File: src/rtl/alu_flags_unit.sv
// Purpose : one ALU op per request; writes the {N,Z,V,C} nibble to the flags register via flags_cs.
// Latency : single-cycle ops done 2 cycles after the accept edge; MUL done WIDTH+2 cycles after it.
// Backpr. : none queued; start is ignored while busy=1 (caller must wait for busy=0).
//
// Ports   : clk/reset_n (async active-low); start/op/a/b request, sampled on acceptance;
//           busy, done pulse, result (held to next done), flags_cs strobe, flags_out (held to next flags_cs).
// Macro   : ALU_MUL_EN builds the iterative shift-add MUL (op 11); without it op 11 is an invalid op.
module alu_flags_unit #(
   parameter int WIDTH = 8
) (
   input  logic             clk,
   input  logic             reset_n,
   input  logic             start,
   input  logic [3:0]       op,
   input  logic [WIDTH-1:0] a,
   input  logic [WIDTH-1:0] b,
   output logic             busy,
   output logic             done,
   output logic [WIDTH-1:0] result,
   output logic             flags_cs,
   output logic [3:0]       flags_out
);

   localparam int MSB = WIDTH - 1;

   localparam logic [3:0] OP_ADD = 4'd0;
   localparam logic [3:0] OP_ADC = 4'd1;
   localparam logic [3:0] OP_SUB = 4'd2;
   localparam logic [3:0] OP_SBC = 4'd3;
   localparam logic [3:0] OP_CMP = 4'd4;
   localparam logic [3:0] OP_AND = 4'd5;
   localparam logic [3:0] OP_OR  = 4'd6;
   localparam logic [3:0] OP_XOR = 4'd7;
   localparam logic [3:0] OP_LSL = 4'd8;
   localparam logic [3:0] OP_LSR = 4'd9;
   localparam logic [3:0] OP_ASR = 4'd10;
`ifdef ALU_MUL_EN
   localparam logic [3:0] OP_MUL = 4'd11;
`endif

`ifdef ALU_MUL_EN
   typedef enum logic [1:0] {IDLE = 2'd0, EXEC = 2'd1, DONE = 2'd2, MUL = 2'd3} state_t;
`else
   typedef enum logic [1:0] {IDLE = 2'd0, EXEC = 2'd1, DONE = 2'd2} state_t;
`endif

   state_t state, state_n;
   logic   busy_n, done_n, cs_n;

   logic [3:0]       op_q;
   logic [WIDTH-1:0] a_q, b_q;
   logic             carry_q;

   // Staging registers: the computed value is parked here so result/flags_out
   // only change together with the done pulse.
   logic [WIDTH-1:0] calc_res;
   logic [3:0]       calc_flg;
   logic             calc_wr;

   logic             cin;
   logic [WIDTH:0]   add_s, sub_d;
   logic [WIDTH-1:0] alu_val;
   logic             alu_c, alu_v, alu_wr;

`ifdef ALU_MUL_EN
   localparam int CW = $clog2(WIDTH + 1);
   logic [2*WIDTH-1:0] prod;
   logic [CW-1:0]      cnt;
   logic               mul_last;
   logic [WIDTH:0]     mul_sum;

   // prod starts as {0, b}; each step adds a into the upper half when the
   // current multiplier bit is set, then shifts the whole product right.
   // After WIDTH steps one more MUL cycle forms the flags from the product.
   assign mul_last = (cnt == CW'(WIDTH));
   assign mul_sum  = {1'b0, prod[2*WIDTH-1:WIDTH]} + (prod[0] ? {1'b0, a_q} : {(WIDTH+1){1'b0}});
`endif

   // ---------------- FSM ----------------
   always_ff @(posedge clk or negedge reset_n) begin
      if (!reset_n) begin
         state    <= IDLE;
         busy     <= 1'b0;
         done     <= 1'b0;
         flags_cs <= 1'b0;
      end else begin
         state    <= state_n;
         busy     <= busy_n;
         done     <= done_n;
         flags_cs <= cs_n;
      end
   end

   always_comb begin
      state_n = state;
      done_n  = 1'b0;
      cs_n    = 1'b0;
      case (state)
         IDLE: begin
            if (start) begin
               state_n = EXEC;
`ifdef ALU_MUL_EN
               if (op == OP_MUL) state_n = MUL;
`endif
            end
         end
         EXEC: state_n = DONE;
`ifdef ALU_MUL_EN
         MUL:  if (mul_last) state_n = DONE;
`endif
         DONE: begin
            state_n = IDLE;
            done_n  = 1'b1;
            cs_n    = calc_wr;
         end
         default: state_n = IDLE;
      endcase
      busy_n = (state_n != IDLE);
   end

   // ---------------- single-cycle ALU ----------------
   always_comb begin
      cin     = ((op_q == OP_ADC) || (op_q == OP_SBC)) ? carry_q : 1'b0;
      add_s   = {1'b0, a_q} + {1'b0, b_q} + {{WIDTH{1'b0}}, cin};
      // Top bit of the difference is the borrow: set when a < b + cin unsigned.
      sub_d   = {1'b0, a_q} - {1'b0, b_q} - {{WIDTH{1'b0}}, cin};
      alu_val = '0;
      alu_c   = 1'b0;
      alu_v   = 1'b0;
      alu_wr  = 1'b1;
      case (op_q)
         OP_ADD, OP_ADC: begin
            alu_val = add_s[WIDTH-1:0];
            alu_c   = add_s[WIDTH];
            alu_v   = (a_q[MSB] == b_q[MSB]) && (alu_val[MSB] != a_q[MSB]);
         end
         OP_SUB, OP_SBC, OP_CMP: begin
            alu_val = sub_d[WIDTH-1:0];
            alu_c   = sub_d[WIDTH];
            alu_v   = (a_q[MSB] != b_q[MSB]) && (alu_val[MSB] != a_q[MSB]);
         end
         OP_AND: alu_val = a_q & b_q;
         OP_OR:  alu_val = a_q | b_q;
         OP_XOR: alu_val = a_q ^ b_q;
         OP_LSL: begin
            alu_val = {a_q[WIDTH-2:0], 1'b0};
            alu_c   = a_q[MSB];
            alu_v   = alu_val[MSB] ^ alu_c;
         end
         OP_LSR: begin
            alu_val = {1'b0, a_q[WIDTH-1:1]};
            alu_c   = a_q[0];
            alu_v   = alu_val[MSB] ^ alu_c;
         end
         OP_ASR: begin
            alu_val = {a_q[MSB], a_q[WIDTH-1:1]};
            alu_c   = a_q[0];
            alu_v   = alu_val[MSB] ^ alu_c;
         end
         default: alu_wr = 1'b0;   // invalid op: result 0, no flag write
      endcase
   end

   // ---------------- datapath ----------------
   always_ff @(posedge clk or negedge reset_n) begin
      if (!reset_n) begin
         op_q      <= '0;
         a_q       <= '0;
         b_q       <= '0;
         carry_q   <= 1'b0;
         calc_res  <= '0;
         calc_flg  <= '0;
         calc_wr   <= 1'b0;
         result    <= '0;
         flags_out <= '0;
`ifdef ALU_MUL_EN
         prod      <= '0;
         cnt       <= '0;
`endif
      end else begin
         if (state == IDLE && start) begin
            op_q <= op;
            a_q  <= a;
            b_q  <= b;
`ifdef ALU_MUL_EN
            prod <= {{WIDTH{1'b0}}, b};
            cnt  <= '0;
`endif
         end
         if (state == EXEC) begin
            // CMP only updates flags; its difference is discarded.
            calc_res <= !alu_wr ? '0 : ((op_q == OP_CMP) ? result : alu_val);
            calc_flg <= {alu_val[MSB], (alu_val == '0), alu_v, alu_c};
            calc_wr  <= alu_wr;
         end
`ifdef ALU_MUL_EN
         if (state == MUL) begin
            if (mul_last) begin
               calc_res <= prod[WIDTH-1:0];
               calc_flg <= {prod[MSB], (prod[WIDTH-1:0] == '0), 1'b0, |prod[2*WIDTH-1:WIDTH]};
               calc_wr  <= 1'b1;
            end else begin
               prod <= {mul_sum, prod[WIDTH-1:1]};
               cnt  <= cnt + CW'(1);
            end
         end
`endif
         if (state == DONE) begin
            result <= calc_res;
            if (calc_wr) begin
               flags_out <= calc_flg;
               carry_q   <= calc_flg[0];
            end
         end
      end
   end

endmodule

File: config.mk
export PLATFORM = sky130hd
export DESIGN_NAME = alu_flags_unit
export DESIGN_NICKNAME = d
export VERILOG_FILES = /design/src/rtl/alu_flags_unit.sv
export SDC_FILE = /design/constraint.sdc
export NUM_CORES = 1
export LEC_CHECK = 0
export CORE_AREA = 2 2 109 79
export CTS_CLUSTER_SIZE = 16
export DETAILED_ROUTE_END_ITERATION = 8
export DIE_AREA = 0 0 111 81
export GPL_TIMING_DRIVEN = 1
export PLACE_DENSITY = 0.67
export RECOVER_POWER = 100
export SYNTH_ARGS = -nofsm -noshare
export SYNTH_HDL_FRONTEND = slang
export SYNTH_SLANG_ARGS = --single-unit
File: constraint.sdc
create_clock -name clk -period 4.68 [get_ports clk]
set_clock_uncertainty 0.05 [all_clocks]
set_input_delay 0.936 -clock clk [delete_from_list [all_inputs] [get_ports clk]]
set_output_delay 0.936 -clock clk [all_outputs]
set_load 0.02 [all_outputs]
==> results.yml, run 1 <==
setup_path:
  critical_path_buf_inv_count: 2
  worst_ep_required_time_ps: 4770
  crit_slowest_cell: "nor3b_1"
  crit_type: "input port to flip-flop"
  cp_cell_sequence: "dlygate4sd3_1, nor3b_1, clkbuf_1, o21ai_0"
  cpLargestDelayFamily: "buffers and inverters"
  r2r_slack_ps: 1280
  worstPathMaxFanout: 30
  cp-start-kind: "input port"
  cp-end-kind: "flip-flop"
  worstPathArrival_ps: 3570
  max_stage_delay_ps: 1060
floorplanning:
  die_h_um: 81
  die_w_um: 111
  die_area_mm2: 0.00899
  ioPinCount: 38
  core_mm2: 0.00809
  initial_core_util_pct: 43.1
  fp-row-count: 28
layout:
  num_antenna_cells: 0
  multi_input_area_mm2: 0.00201
  syn2layout_area_growth_pct: 15.7
  stdcell_area_mm2: 0.00404
  fin_nets: 460
  fillers: 752
  drive_gt1_share_pct: 8.44
  register_area_mm2: 0.00125
clock_network:
  tritoncts: "built"
  root_buffer: "clkbuf_16"
  post_cts_buffers: 0
  cts_hold_buf: 0
  cts_num_sinks: 50
  cts_buffers: 5
  path_clk_slew_ps: 70
  clock_path_buffers: 2
  htreeDepth: 2
  cts_resized: 0
  clk_latency_ps: 300
detailed_routing:
  num_vias: 2880
  ant_nets: 0
  first_pass_iters: 5
  drc: 0
  via_per_inst: 5.67
  drtIter0Drc: 221
  routedWlPerCell_um: 17.5
  drt_wl_total_um: 8880
logic_synthesis:
  netlist_area_mm2: 0.00349
  yosys_most_used_dff: "dfrtp_1"
  ys_ff_latch: 50
  synth_edf_count: 0
  synthDistinctLibCells: 55
  async_reset_ff_share_pct: 100
  synth_area_per_cell_um2: 9.30
  syn_nets: 432
  netlist_instances: 375
  seq_area_frac_synth_pct: 35.9
  ys.warnings.count: 0
global_routing:
  grt_max_degree: 51
  globalRoute.busiestLayer: "met1"
  grt_usage_pct: 20.8
  grt.met2_usage_pct: 30.1
  grt_pass1_wl_um: 14700
  grt_pass1_vias: 2735
  antenna_found_initial: 0
  met1_usage_pct: 31.3
  grt_use_met3_pct: 4.33
  gr-total-overflow: 0
sta:
  worstMarginPinSlew_ps: 2730
  post-route-min-period_ps: 3480
  maxSlewViolCount: 51
  rsz0062_at_grt: "no"
  slew_headroom_pct: -82.2
  fmax_mhz: 287
  hold_viol: 0
  period_share_pct: 74.3
  final.setup.tns_ps: 0
  setup_viol: 0
placement:
  gp_congestion: 0.954
  place_area_mm2: 0.00392
  hpwl_um: 6320
  numPortBuffers: 37
outcome:
  violations: "max-capacitance violations, max-slew violations"
  status: "complete, but fails checks"
run:
  cap_violations: 1
worst_hold_path:
  hold_path.class: "flip-flop to flip-flop"
pwr:
  p_leak_uw: 0.00182
  pwr_density_cell_mw_per_mm2: 561
  vdd_ir_drop_max_uv: 246
-- cells by family (layout without fill, tap and decap cells) --
| group | count (synthesis) | count (layout) | share of synthesized area (%) |
|---|---|---|---|
| buffers and inverters | 50 | 78 | 6.35 |
| xor gates and xnor gates | 14 | 14 | 3.52 |
| AOI/OAI and AO/OA | 103 | 103 | 20.0 |
| DFF | 50 | 50 | 35.9 |
| muxes | 20 | 20 | 6.35 |
| adders and majority gates | 34 | 34 | 13.1 |
| and+or+nand+nor | 104 | 104 | 14.9 |
-- layer usage --
layer	wire length [um]	part of all wire (%)
met5	0	0
met4	130	1.5
met3	593	6.7
met2	3660	41
met1	4500	51
-- sequential cells by signal, indices dropped and copies added (netlist names) --
name / cells
op_q: 4
busy: 1
flags_cs: 1
calc_wr: 1
done: 1
calc_res: 8
state: 2
b_q: 8
a_q: 8
result: 8
flags_out: 4
calc_flg: 4
-- worst paths after layout --
| path | startpoint | end | depth (start not counted) |
|---|---|---|---|
| worst max-delay path | start | b_q[7]$_DFFE_PN0P_ | 4 |
| max in group asynchronous | reset_n | busy$_DFF_PN0_ | 2 |
| worst max register to register | op_q[2]$_DFFE_PN0P_ | calc_flg[2]$_DFFE_PN0P_ | 9 |
| worst min-delay path | calc_wr$_DFFE_PN0P_ | calc_wr$_DFFE_PN0P_ | 1 |
| min in group asynchronous | reset_n | a_q[4]$_DFFE_PN0P_ | 2 |
| worst min register to register | calc_wr$_DFFE_PN0P_ | calc_wr$_DFFE_PN0P_ | 1 |
-- Yosys cell counts, types with 4 or more instances --
cell / instances / area share, %
xor2_1: 7 / 1.8
buf_2: 6 / 0.86
a21o_1: 5 / 1.1
nand3_1: 6 / 0.86
o21ai_0: 31 / 4.4
dfrtp_1: 50 / 36
nor3_1: 4 / 0.57
nor2b_1: 6 / 1.1
mux2_2: 17 / 5.5
nand2b_1: 4 / 0.72
nor2_1: 15 / 1.6
nand2_1: 45 / 4.8
ha_1: 30 / 11
clkbuf_1: 12 / 1.3
inv_1: 28 / 3.0
fa_1: 4 / 2.3
xnor2_1: 7 / 1.8
a211oi_1: 4 / 0.86
a22o_1: 6 / 1.5
o21a_1: 5 / 1.1
a221oi_1: 4 / 1.0
a32oi_1: 4 / 1.0
a21oi_1: 17 / 2.4
-- metrics by stage --
| stage | hold WS (ps) | setup WS, ps | power, uW | instances | utilization [%] |
|---|---|---|---|---|---|
| 2_1_floorplan | 383 | 1320 | 1570 | 375 | - |
| 3_3_place_gp | 406 | 1370 | 1910 | 501 | 48.4 |
| 3_5_place_dp | 417 | 1370 | 1910 | 501 | 48.4 |
| 4_1_cts | 434 | 1340 | 2290 | 508 | 50.2 |
| 5_1_grt | 463 | 761 | 2450 | 508 | 49.9 |
| 6_report | 433 | 1200 | 2270 | 508 | 49.9 |
-- placed cells by master (no fill, tap or decap), types with 5 or more instances in the layout --
master,count
inv_1,28
a22o_1,6
xor2_1,7
dlygate4sd3_1,16
clkbuf_16,5
dfrtp_1,50
o21ai_0,33
xnor2_1,7
nor2b_1,6
ha_1,30
mux2_2,17
clkdlybuf4s50_1,20
nor2_1,15
nand2_1,45
a21oi_1,17
a21o_1,5
nand3_1,6
o21a_1,5
-- where the power goes --
group          internal, uW  switching, uW
clock network           195            170
registers               562            132
logic                   526            681
total                  1280            984
-- cell type report --
cell class              count  share of cell area, %
clock buffers               5                   3.10
multi-input cells         275                   49.8
flip-flops and latches     50                   31.0
inverters                  28                   2.60
clock inverters             2                  0.372
well taps                 105                   3.25
repair buffers             43                   9.89
No activity file was read; power rests on OpenSTA's default activity.
==> inputs of run 2 (changes only) <==
==> constraint.sdc (replaced) <==
create_clock -name clk -period 3.6 [get_ports clk]
set_clock_uncertainty 0.05 [all_clocks]
set_input_delay 0.72 -clock clk [delete_from_list [all_inputs] [get_ports clk]]
set_output_delay 0.72 -clock clk [all_outputs]
set_load 0.02 [all_outputs]
==> run 2 against run 1 <==
  * Global-route usage decreased by 0.19 points
  * The run still ends with max-capacitance violations, max-slew violations left
  * Critical path type is now flip-flop to flip-flop
  * Largest cell class unchanged
  * Flip-flop and latch count is the same
  * Register-to-register slack got worse by 810 ps
  * Highest routed layer unchanged
==> results.yml, run 2 (synthesis gave the netlist of run 1 again) <==
global_routing:
  grt_pass1_vias: 2746
  grt_pass1_wl_um: 14600
  antenna_found_initial: 0
  grt_usage_pct: 20.6
  grt_max_degree: 36
  gr-total-overflow: 0
outcome:
  status: "complete, but fails checks"
  violations: "max-capacitance violations, max-slew violations"
setup_path:
  cp-start-kind: "flip-flop"
  cpLargestDelayFamily: "compound AO/OA/AOI/OAI gates"
  path_depth: 12
  r2r_slack_ps: 470
  r2r-start: "op_q[2]$_DFFE_PN0P_"
  worst_ep_required_time_ps: 3740
  crit_slowest_cell: "fa_1"
  crit_start: "op_q[2]$_DFFE_PN0P_"
  worstPathArrival_ps: 3280
  critical_path_buf_inv_count: 2
  worstPathMaxFanout: 2
  rr_worst_depth: 12
  endpoint: "calc_flg[2]$_DFFE_PN0P_"
  max_stage_delay_ps: 390
  cp_cell_sequence: "nand4bb_1, inv_1, fa_1, inv_1, fa_1, xnor2_1, a32o_1, a311oi_1, o221ai_1, nor4_1, nand3_1, o31ai_1"
  crit_type: "flip-flop to flip-flop"
  cp-end-kind: "flip-flop"
  rr_endpoint: "calc_flg[2]$_DFFE_PN0P_"
pwr:
  combinationalPowerShare_pct: 52.9
  p_seq_share_pct: 29.1
  pwr_density_cell_mw_per_mm2: 741
  total_power_uw: 3020
  internal_power_uw: 1750
  switchingPower_uw: 1270
  power.switching_fraction_pct: 42.1
  vdd_ir_drop_max_uv: 321
  p_leak_uw: 0.00185
  clkPwrFrac_pct: 18.0
placement:
  gp_congestion: 0.948
  hpwl_um: 6370
  dp_slack_ps: 544
  numPortBuffers: 37
  place_inst: 504
layout:
  stdcell_count: 512
  num_antenna_cells: 0
  final_core_util_pct: 50.4
  syn2layout_area_growth_pct: 17.0
  fillers: 767
  fin_nets: 463
  final_common_cell: "dfrtp_1"
  drive_gt1_share_pct: 8.60
  final_cell_mix: "dfrtp_1, nand2_1, o21ai_0"
sta:
  finalWorstSetupSlack_ps: 467
  worstMarginPinSlew_ps: 2010
  rsz0062_at_grt: "no"
  setup_viol: 0
  maxSlewViolCount: 36
  fmax_mhz: 319
  slew_headroom_pct: -33.8
  period_share_pct: 87.0
  hold_viol: 0
  post-route-min-period_ps: 3130
  final.setup.tns_ps: 0
detailed_routing:
  drc: 0
  ant_nets: 0
  routedWlPerCell_um: 17.4
  first_pass_iters: 5
  drt_wl_total_um: 8900
  drtIter0Drc: 239
  num_vias: 2909
  via_per_inst: 5.68
clock_network:
  cts_resized: 0
  root_buffer: "clkbuf_16"
  htreeDepth: 2
  cts_hold_buf: 0
  cts_num_sinks: 50
  clock_path_buffers: 2
  tritoncts: "built"
  cts_buffers: 5
  post_cts_buffers: 0
  path_clk_slew_ps: 70
  clk_latency_ps: 300
worst_hold_path:
  hold_path.class: "flip-flop to flip-flop"
floorplanning:
  fp-row-count: 28
  core_mm2: 0.00809
  die_area_mm2: 0.00899
  initial_core_util_pct: 43.1
  die_h_um: 81
  die_w_um: 111
  ioPinCount: 38
run:
  cap_violations: 1
run 2: through the flow:
| step | instance area [um2] | hold slack [ps] |
|---|---|---|
| floorplan | 3490 | 374 |
| global placement | 3940 | 402 |
| detailed placement | 3940 | 413 |
| CTS | 4110 | 429 |
| global route | 4080 | 452 |
| finish | 4080 | 425 |
run 2: how the worst min path moves through the flow:
stage	start	end	slack (ps)	cells after the start
floorplan	reset_n	a_q[0]$_DFFE_PN0P_	370	0
global placement	calc_res[2]$_DFFE_PN0P_	calc_res[2]$_DFFE_PN0P_	400	2
detailed placement	calc_res[2]$_DFFE_PN0P_	calc_res[2]$_DFFE_PN0P_	410	2
CTS	calc_res[2]$_DFFE_PN0P_	calc_res[2]$_DFFE_PN0P_	430	2
global route	calc_wr$_DFFE_PN0P_	calc_wr$_DFFE_PN0P_	450	1
finish	calc_res[2]$_DFFE_PN0P_	calc_res[2]$_DFFE_PN0P_	420	2
run 2: power groups by stage:
stage                     Sequential (uW)  Clock, uW  Combinational, uW
after detailed placement              886          0               1600
after floorplan                       907          0               1130
after CTS                             881        556               1620
after global placement                884          0               1590
final                                 879        545               1600
after global routing                  907        581               1750
run 2: worst reg2reg max path: stages (launching register included):
cell	delay [ps]
dfrtp_1	380
nand4bb_1	240
inv_1	110
fa_1	190
inv_1	60
fa_1	390
xnor2_1	140
a32o_1	210
a311oi_1	290
o221ai_1	230
nor4_1	310
nand3_1	150
o31ai_1	270
run 2: metal layers:
metal / vias up / share of wire, % / global-route usage (%)
li1: 1390 / - / -
met2: 116 / 41 / 29.7
met5: - / 0 / 0
met3: 8 / 6.8 / 3.73
met1: 1395 / 52 / 32.1
met4: 0 / 0.78 / 4.25
run 2: final cells by class:
class	instances	area [um2]	area share [%]
Clock buffer	6	129	3.16
Clock inverter	2	37.5	0.920
Inverter	28	105	2.58
Multi-Input combinational cell	275	2010	49.3
Sequential cell	50	1250	30.7
Tap cell	105	131	3.22
Timing Repair Buffer	46	417	10.2
